File: config.mk
export PLATFORM = sky130hd
export DESIGN_NAME = lvds_photon_trigger_flat
export DESIGN_NICKNAME = d
export VERILOG_FILES = /design/src/rtl/lvds_photon_trigger_if.sv /design/src/rtl/lvds_photon_trigger.sv /design/src/flat_wrapper.sv
export SDC_FILE = /design/constraint.sdc
export NUM_CORES = 1
export LEC_CHECK = 0
export ABC_CLOCK_PERIOD_IN_PS = 2810
export CAP_MARGIN = 20
export CORE_ASPECT_RATIO = 1.25
export CORE_MARGIN = 5
export CORE_UTILIZATION = 54
export DETAILED_ROUTE_END_ITERATION = 7
export PLACE_DENSITY_LB_ADDON = 0.08
export SYNTH_ARGS = -nofsm -noshare
export SYNTH_HDL_FRONTEND = slang
export SYNTH_SLANG_ARGS = --single-unit
File: constraint.sdc
create_clock -name clkin -period 2.81 [get_ports clkin]
set_input_delay 0.562 -clock clkin [delete_from_list [all_inputs] [get_ports clkin]]
set_output_delay 0.562 -clock clkin [all_outputs]
set_load 0.1 [all_outputs]
File: src/rtl/lvds_photon_trigger_if.sv
// lvds_photon_trigger_if
// Groups the sample, configuration, histogram readout and trigger signals
// of the photon-trigger stage. The clock and reset stay as plain ports.
//   master : the side that supplies samples and configuration and observes
//            trig_out / hist_data
//   slave  : the trigger stage itself
// Ports carried:
//   lvds_rx[NBINS]    deserialised PMT sample word, bin 0 earliest
//   pmt_in            raw PMT level for passthrough
//   passthrough       route pmt_in straight to trig_out[0]
//   vetopmtlast       leading-edge reduction of the sample word
//   usefullwidth      let sub-bins 1..BPC-1 trigger their channel
//   phaseoffset[OW]   first bin of the channel window
//   firingticks[8]    output pulse width in cycles
//   deadticks[8]      dead time in cycles
//   resethist         clear all histogram counters
//   hist_sel[SW]      histogram index to read
//   hist_data[HISTW]  registered histogram value
//   trig_out[NCH]     channel trigger outputs
interface lvds_photon_trigger_if #(
  parameter int NBINS = 8,
  parameter int NCH   = 2,
  parameter int BPC   = 2,
  parameter int HISTW = 32
);
  localparam int NH = NCH * BPC;
  localparam int OW = (NBINS > 1) ? $clog2(NBINS) : 1;
  localparam int SW = (NH > 1) ? $clog2(NH) : 1;

  logic [NBINS-1:0] lvds_rx;
  logic             pmt_in;
  logic             passthrough;
  logic             vetopmtlast;
  logic             usefullwidth;
  logic [OW-1:0]    phaseoffset;
  logic [7:0]       firingticks;
  logic [7:0]       deadticks;
  logic             resethist;
  logic [SW-1:0]    hist_sel;
  logic [HISTW-1:0] hist_data;
  logic [NCH-1:0]   trig_out;

  modport master (
    output lvds_rx, pmt_in, passthrough, vetopmtlast, usefullwidth,
           phaseoffset, firingticks, deadticks, resethist, hist_sel,
    input  hist_data, trig_out
  );

  modport slave (
    input  lvds_rx, pmt_in, passthrough, vetopmtlast, usefullwidth,
           phaseoffset, firingticks, deadticks, resethist, hist_sel,
    output hist_data, trig_out
  );
endinterface

File: src/rtl/lvds_photon_trigger.sv
// lvds_photon_trigger
// Photon-trigger stage behind the LVDS deserialiser. Each clock one word of
// NBINS time-ordered bins is registered, optionally reduced to leading
// edges (also across the word boundary), and a phase-selected window of
// NCH*BPC bins is mapped onto the channels. Each channel runs a pulse FSM
// with programmable firing width and dead time. Every mapped bin has a
// saturating hit histogram, readable through a registered mux.
// Ports:
//   clkin  sole clock
//   rst    synchronous active-high reset
//   bus    lvds_photon_trigger_if.slave (samples, config, readout, triggers)
//
// state | meaning
// ------+---------------------------------------------------------------
// IDLE  | waiting for a channel hit
// FIRE  | trig_out high, counting down the firing width
// DEAD  | trig_out low, hits ignored until the dead time expires
module lvds_photon_trigger #(
  parameter int NBINS = 8,
  parameter int NCH   = 2,
  parameter int BPC   = 2,
  parameter int HISTW = 32
) (
  input  logic                   clkin,
  input  logic                   rst,
  lvds_photon_trigger_if.slave   bus
);

  localparam int NH = NCH * BPC;
  localparam int OW = (NBINS > 1) ? $clog2(NBINS) : 1;

  typedef enum logic [1:0] {
    ST_IDLE = 2'd0,
    ST_FIRE = 2'd1,
    ST_DEAD = 2'd2
  } state_e;

  // Sample registers
  logic [NBINS-1:0] w_q, w_d;
  logic [NBINS-1:0] wl_q, wl_d;

  // Hit decode
  logic [NBINS-1:0] phot;
  logic [NH-1:0]    map_bits;
  logic [NCH-1:0]   hit;
  logic [7:0]       fire_len;

  // Channel FSMs
  state_e           state_q [NCH];
  state_e           state_d [NCH];
  logic [7:0]       cnt_q   [NCH];
  logic [7:0]       cnt_d   [NCH];
  logic [NCH-1:0]   trig_q, trig_d;

  // Histograms
  logic [1:0]       rh_q, rh_d;
  logic [HISTW-1:0] hcnt_q [NH];
  logic [HISTW-1:0] hcnt_d [NH];
  logic [HISTW-1:0] hist_data_q, hist_data_d;

  assign bus.trig_out  = trig_q;
  assign bus.hist_data = hist_data_q;

  // ---------------------------------------------------------------------
  // Sample capture; keeps running in passthrough so leading-edge history
  // is valid the moment passthrough is released.
  // ---------------------------------------------------------------------
  always_comb begin
    w_d  = bus.lvds_rx;
    wl_d = w_q;
  end

  // Leading-edge reduction: each bin is vetoed by the bin just before it
  // in time, which for bin 0 is the last bin of the previous word.
  always_comb begin
    phot = w_q;
    if (bus.vetopmtlast) begin
      phot = w_q & ~{w_q[NBINS-2:0], wl_q[NBINS-1]};
    end
  end

  // Histogram index h = c*BPC + k reads bin (phaseoffset + h) mod NBINS,
  // so the window wraps around the word instead of running off its end.
  always_comb begin
    map_bits = '0;
    for (int h = 0; h < NH; h++) begin
      map_bits[h] = phot[OW'((int'(bus.phaseoffset) + h) % NBINS)];
    end
  end

  always_comb begin
    hit = '0;
    for (int c = 0; c < NCH; c++) begin
      hit[c] = map_bits[c*BPC];
      for (int k = 1; k < BPC; k++) begin
        hit[c] = hit[c] | (bus.usefullwidth & map_bits[c*BPC + k]);
      end
    end
  end

  assign fire_len = (bus.firingticks == 8'd0) ? 8'd1 : bus.firingticks;

  // ---------------------------------------------------------------------
  // Channel FSMs. Counters are loaded on entry and leave the state on the
  // cycle they hold 1, so a load of N gives exactly N cycles in the state.
  // The terminal DEAD cycle doubles as the first idle sampling slot: a hit
  // there retriggers directly, so back-to-back pulses repeat every F+D
  // cycles with D low cycles between them.
  // ---------------------------------------------------------------------
  always_comb begin
    trig_d = '0;
    for (int c = 0; c < NCH; c++) begin
      state_d[c] = state_q[c];
      cnt_d[c]   = cnt_q[c];

      case (state_q[c])
        ST_IDLE: begin
          if (hit[c]) begin
            state_d[c] = ST_FIRE;
            cnt_d[c]   = fire_len;
          end
        end
        ST_FIRE: begin
          if (cnt_q[c] == 8'd1) begin
            if (bus.deadticks != 8'd0) begin
              state_d[c] = ST_DEAD;
              cnt_d[c]   = bus.deadticks;
            end else begin
              state_d[c] = ST_IDLE;
              cnt_d[c]   = 8'd0;
            end
          end else begin
            cnt_d[c] = cnt_q[c] - 8'd1;
          end
        end
        ST_DEAD: begin
          if (cnt_q[c] == 8'd1) begin
            if (hit[c]) begin
              state_d[c] = ST_FIRE;
              cnt_d[c]   = fire_len;
            end else begin
              state_d[c] = ST_IDLE;
              cnt_d[c]   = 8'd0;
            end
          end else begin
            cnt_d[c] = cnt_q[c] - 8'd1;
          end
        end
        default: begin
          state_d[c] = ST_IDLE;
          cnt_d[c]   = 8'd0;
        end
      endcase

      if (bus.passthrough) begin
        state_d[c] = ST_IDLE;
        cnt_d[c]   = 8'd0;
      end

      // Registered from the next state so the pulse starts on the same
      // edge the FSM leaves IDLE.
      trig_d[c] = (state_d[c] == ST_FIRE);
    end

    if (bus.passthrough) begin
      trig_d    = '0;
      trig_d[0] = bus.pmt_in;
    end
  end

  // ---------------------------------------------------------------------
  // Histograms: clear (two stages behind resethist) beats increment;
  // counters freeze during passthrough and saturate at all-ones.
  // ---------------------------------------------------------------------
  always_comb begin
    rh_d = {rh_q[0], bus.resethist};
    for (int h = 0; h < NH; h++) begin
      hcnt_d[h] = hcnt_q[h];
      if (rh_q[1]) begin
        hcnt_d[h] = '0;
      end else if (!bus.passthrough && map_bits[h] && (hcnt_q[h] != {HISTW{1'b1}})) begin
        hcnt_d[h] = hcnt_q[h] + HISTW'(1);
      end
    end
  end

  always_comb begin
    hist_data_d = '0;
    if (int'(bus.hist_sel) < NH) begin
      hist_data_d = hcnt_q[bus.hist_sel];
    end
  end

  // ---------------------------------------------------------------------
  // Registers
  // ---------------------------------------------------------------------
  always_ff @(posedge clkin) begin
    if (rst) begin
      w_q         <= '0;
      wl_q        <= '0;
      trig_q      <= '0;
      rh_q        <= '0;
      hist_data_q <= '0;
      for (int c = 0; c < NCH; c++) begin
        state_q[c] <= ST_IDLE;
        cnt_q[c]   <= 8'd0;
      end
      for (int h = 0; h < NH; h++) begin
        hcnt_q[h] <= '0;
      end
    end else begin
      w_q         <= w_d;
      wl_q        <= wl_d;
      trig_q      <= trig_d;
      rh_q        <= rh_d;
      hist_data_q <= hist_data_d;
      for (int c = 0; c < NCH; c++) begin
        state_q[c] <= state_d[c];
        cnt_q[c]   <= cnt_d[c];
      end
      for (int h = 0; h < NH; h++) begin
        hcnt_q[h] <= hcnt_d[h];
      end
    end
  end

endmodule
File: src/flat_wrapper.sv
// flat-port wrapper written by rule: the top's interface ports become plain ports
module lvds_photon_trigger_flat 
#(
  parameter int NBINS = 8,
  parameter int NCH   = 2,
  parameter int BPC   = 2,
  parameter int HISTW = 32
)
  (clkin, rst, bus_lvds_rx, bus_pmt_in, bus_passthrough, bus_vetopmtlast, bus_usefullwidth, bus_phaseoffset, bus_firingticks, bus_deadticks, bus_resethist, bus_hist_sel, bus_hist_data, bus_trig_out);
  lvds_photon_trigger_if #(.NBINS(NBINS), .NCH(NCH), .BPC(BPC), .HISTW(HISTW)) bus_i ();
  input  logic clkin;
  input  logic rst;
  input wire logic [$bits(bus_i.lvds_rx)-1:0] bus_lvds_rx;
  input wire logic [$bits(bus_i.pmt_in)-1:0] bus_pmt_in;
  input wire logic [$bits(bus_i.passthrough)-1:0] bus_passthrough;
  input wire logic [$bits(bus_i.vetopmtlast)-1:0] bus_vetopmtlast;
  input wire logic [$bits(bus_i.usefullwidth)-1:0] bus_usefullwidth;
  input wire logic [$bits(bus_i.phaseoffset)-1:0] bus_phaseoffset;
  input wire logic [$bits(bus_i.firingticks)-1:0] bus_firingticks;
  input wire logic [$bits(bus_i.deadticks)-1:0] bus_deadticks;
  input wire logic [$bits(bus_i.resethist)-1:0] bus_resethist;
  input wire logic [$bits(bus_i.hist_sel)-1:0] bus_hist_sel;
  output wire logic [$bits(bus_i.hist_data)-1:0] bus_hist_data;
  output wire logic [$bits(bus_i.trig_out)-1:0] bus_trig_out;
  assign bus_i.lvds_rx = bus_lvds_rx;
  assign bus_i.pmt_in = bus_pmt_in;
  assign bus_i.passthrough = bus_passthrough;
  assign bus_i.vetopmtlast = bus_vetopmtlast;
  assign bus_i.usefullwidth = bus_usefullwidth;
  assign bus_i.phaseoffset = bus_phaseoffset;
  assign bus_i.firingticks = bus_firingticks;
  assign bus_i.deadticks = bus_deadticks;
  assign bus_i.resethist = bus_resethist;
  assign bus_i.hist_sel = bus_hist_sel;
  assign bus_hist_data = bus_i.hist_data;
  assign bus_trig_out = bus_i.trig_out;
  lvds_photon_trigger #(.NBINS(NBINS), .NCH(NCH), .BPC(BPC), .HISTW(HISTW)) u_core (.clkin(clkin), .rst(rst), .bus(bus_i));
endmodule
==> reports/summary.txt <==
WP data arrival: 2990 ps
DRC Markers: 0
R2R setup slack: 180 ps
CP max stage delay: 590 ps
most common cell after layout, fill and taps aside: dfxtp_1
CTS max path bufs: 2
reg-to-reg critical path endpoint: u_core.hcnt_q[0][5]$_SDFFE_PP0P_
Mean Syn Cell Area: 8.75 um^2
DRT Wirelength: 27300 um
Clock Latency Late Sink: 430 ps
post-synthesis async set-or-reset flop share: 0
cts bufs inserted: 17
critical-path cell list: clkdlybuf4s50_1 > xnor2_2 > mux4_2 > or3_4 > buf_4 > nor4_4 > xnor2_1 > nor2_1
net count after synthesis: 1213
effective utilization at floorplan: 0.546
total power: 6.00 mW
Synth Area in Simple Gates: 0.279
Crit path max-delay family: simple AND/OR/NAND/NOR gates
multiplexer share of the synthesized area: 0.0951
initial antenna violation count: 0
RSZ-0062 raised after global routing: false
worst-case clock skew: 19.2 ps
P_sw: 1.58 mW
Synth Cell Area: 10200 um^2
fillers: 1598
count of final setup violators: 0
slew margin rel.: 0.503
pin count of the biggest net entering global routing: 44
CP endpoint: u_core.hcnt_q[1][27]$_SDFFE_PP0P_
EDFF count, synth: 0
dpl cells: 1480
Gate power share: 0.139
clock root buffer: clkbuf_16
Slew @ Worst Pin: 744 ps
Final Hold Viols: 0
H-tree Lvls: 4
status: completed
Sw Share: 0.264
Crit path required time: 3130 ps
crit path launch: bus_phaseoffset[2]
power density over cell area: 493 nW/um^2
reg2reg path depth: 8
max cap viols: 0
I/O pins: 70
worst path buffer plus inverter count: 2
Clock Power Share: 0.390
remaining global-route overflow: 0
CTS tree: yes
Die H: 164 um
met3 global-route usage: 0.0414
register bit count reported by yosys: 193
endpoint type of the worst setup path: register
Cell Rows: 56
first-pass GRT wire length: 43900 um
Die Area: 21800 um^2
min Tclk post-route: 2670 ps
Seq/Total Area, Yosys: 0.378
P&R area growth vs syn: 19.3%
final setup TNS: 0 ps
peak supply drop: 0.000415 V
layout cells sized above 1: 0.175
XOR/XNOR share of the synthesized area: 0.0987
clk sink count: 193
WL per Instance: 18.1 um
fin cells: 1513
Unique masters post-synth: 67
GPL Wtd Cong: 0.894
Setup crit start kind: primary input
Cells after Synth: 1167
DP HPWL: 20200 um
vias in the first global route: 8482
Synth Area in Adders: 0.0123
worst min-delay path category: register to register
combinational family with the most area after synthesis: simple AND/OR/NAND/NOR gates
Compound-Gate Fraction of Synth Area: 0.0955
worst reg2reg startpoint: u_core.hcnt_q[0][3]$_SDFFE_PP0P_
ant diodes: 0
CORE AREA: 18700 um^2
vias per cell: 5.90
Max FO, Critical Path: 6
Buffers on Ports: 69
CP max-delay cell: mux4_2
fin crit share: 0.952
die width: 133 um
final antenna-violating net count: 0
busiest grt layer: met2
P_int: 4.42 mW
yosys warns: 0
via count: 8928
# nets final: 1314
part of the power in registers: 0.470
final-report max-slew violation count: 0
Crit path depth: 8
Leak: 4.32 nW
Crit Path Class: primary input to register
GR met1 Demand/Resource: 0.327
top achievable clock speed: 374 MHz
predominant post-synthesis flop cell: dfxtp_1
initial drt markers: 668
most frequent cells in the layout: dfxtp_1, nor2_1, buf_4
Total GRT Usage: 0.253
final hold slack: 465 ps
global-route met2 utilization: 0.431
Initial DRT Pass Iterations: 5
clock slew at reported path FFs: 70 ps
kinds of logic after synthesis:
kind of cell             after synthesis
AND/OR/NAND/NOR                      550
flip-flops                           193
AO/OA/AOI/OAI                        147
XOR/XNOR                             115
buffers and inverters                103
multiplexers                          49
adder cells (fa/ha/maj)               10
cell usage after synthesis (all sizes together), types with 3 or more instances:
cell type / number / area share
dfxtp: 193 / 0.38
nor2: 168 / 0.062
xnor2: 74 / 0.063
nand2: 71 / 0.026
nand3: 55 / 0.027
nor3: 53 / 0.030
clkbuf: 51 / 0.019
nor2b: 50 / 0.031
nand4: 42 / 0.026
a21oi: 41 / 0.020
xor2: 41 / 0.035
mux4: 37 / 0.083
inv: 35 / 0.013
o21ai: 30 / 0.015
nor4: 28 / 0.021
or3: 20 / 0.012
buf: 17 / 0.0091
and3: 14 / 0.0086
and2: 12 / 0.0074
and4: 12 / 0.010
a21boi: 10 / 0.0074
ha: 10 / 0.012
mux2i: 10 / 0.0098
o211ai: 9 / 0.0071
or4: 8 / 0.0059
or2: 6 / 0.0037
o21a: 5 / 0.0037
o31ai: 5 / 0.0037
a211oi: 4 / 0.0029
a22oi: 4 / 0.0029
a221oi: 3 / 0.0026
nand2b: 3 / 0.0018
nor4b: 3 / 0.0032
o221ai: 3 / 0.0026
o311ai: 3 / 0.0026
state kept, by name, indices dropped and copies added (netlist names):
| name | flops |
|---|---|
| u_core.w_q | 8 |
| u_core.rh_q | 2 |
| u_core.state_q | 4 |
| u_core.wl_q | 1 |
| u_core.bus.trig_out | 2 |
| u_core.cnt_q | 16 |
| u_core.hcnt_q | 128 |
| u_core.bus.hist_data | 32 |
worst min path at each step:
stage	to	slack [ps]	cells after the start	from
after floorplan	u_core.rh_q[1]$_SDFF_PP0_	410	1	u_core.rh_q[0]$_SDFF_PP0_
after CTS	u_core.rh_q[1]$_SDFF_PP0_	460	1	u_core.rh_q[0]$_SDFF_PP0_
after detailed placement	u_core.rh_q[1]$_SDFF_PP0_	450	1	u_core.rh_q[0]$_SDFF_PP0_
after global routing	u_core.rh_q[1]$_SDFF_PP0_	490	1	u_core.rh_q[0]$_SDFF_PP0_
final	u_core.rh_q[1]$_SDFF_PP0_	460	1	u_core.rh_q[0]$_SDFF_PP0_
after global placement	u_core.rh_q[1]$_SDFF_PP0_	430	1	u_core.rh_q[0]$_SDFF_PP0_
through the flow:
step / cell area (um^2) / utilization / setup slack, ps
5_1_grt: 12200 / 0.651 / 1.16
2_1_floorplan: 10200 / - / 74.6
6_report: 12200 / 0.651 / 135
3_5_place_dp: 11500 / 0.613 / -566
4_1_cts: 12200 / 0.650 / 10.0
3_3_place_gp: 11500 / 0.613 / -508
per-layer routing:
metal  routed length (um)  share of wire
met1                11700           0.43
met2                13500           0.49
met3                 1550          0.057
met4                  568          0.021
met5                    0              0
worst reg2reg max path, cell delays in order, from the launching register on:
cell     delay [ps]
dfxtp_1         450
nand4_1         210
nor4_1          480
nor4b_1         620
nor3_1          170
buf_12          200
nand4_1         110
xor2_1          200
nor2_1           50
timing repair:
| item | CTS | global route |
|---|---|---|
| setup buffers | 1 | 0 |
| hold buffers | 0 | 0 |
| gates resized for setup | 29 | 5 |
| gates cloned | 0 | 0 |
| setup endpoints to repair | 45 | 42 |
power groups by stage:
stage	sequential [mW]	clock, mW	combinational [mW]
finish	2.82	2.34	0.836
CTS	2.82	2.38	0.832
global route	2.83	2.50	0.910
global placement	2.88	0	0.807
floorplan	2.89	0	0.498
detailed placement	2.88	0	0.812
area by class of cell:
class / count / area, um^2 / area share
timing repair buffer: 150 / 1280 / 0.105
sequential: 193 / 3860 / 0.317
tap: 232 / 290 / 0.0238
clock inverter: 11 / 106 / 0.00874
clock buffer: 21 / 460 / 0.0378
multi-input combinational: 871 / 6040 / 0.497
inverter: 35 / 131 / 0.0108
Power figures use the tool's default switching activity.
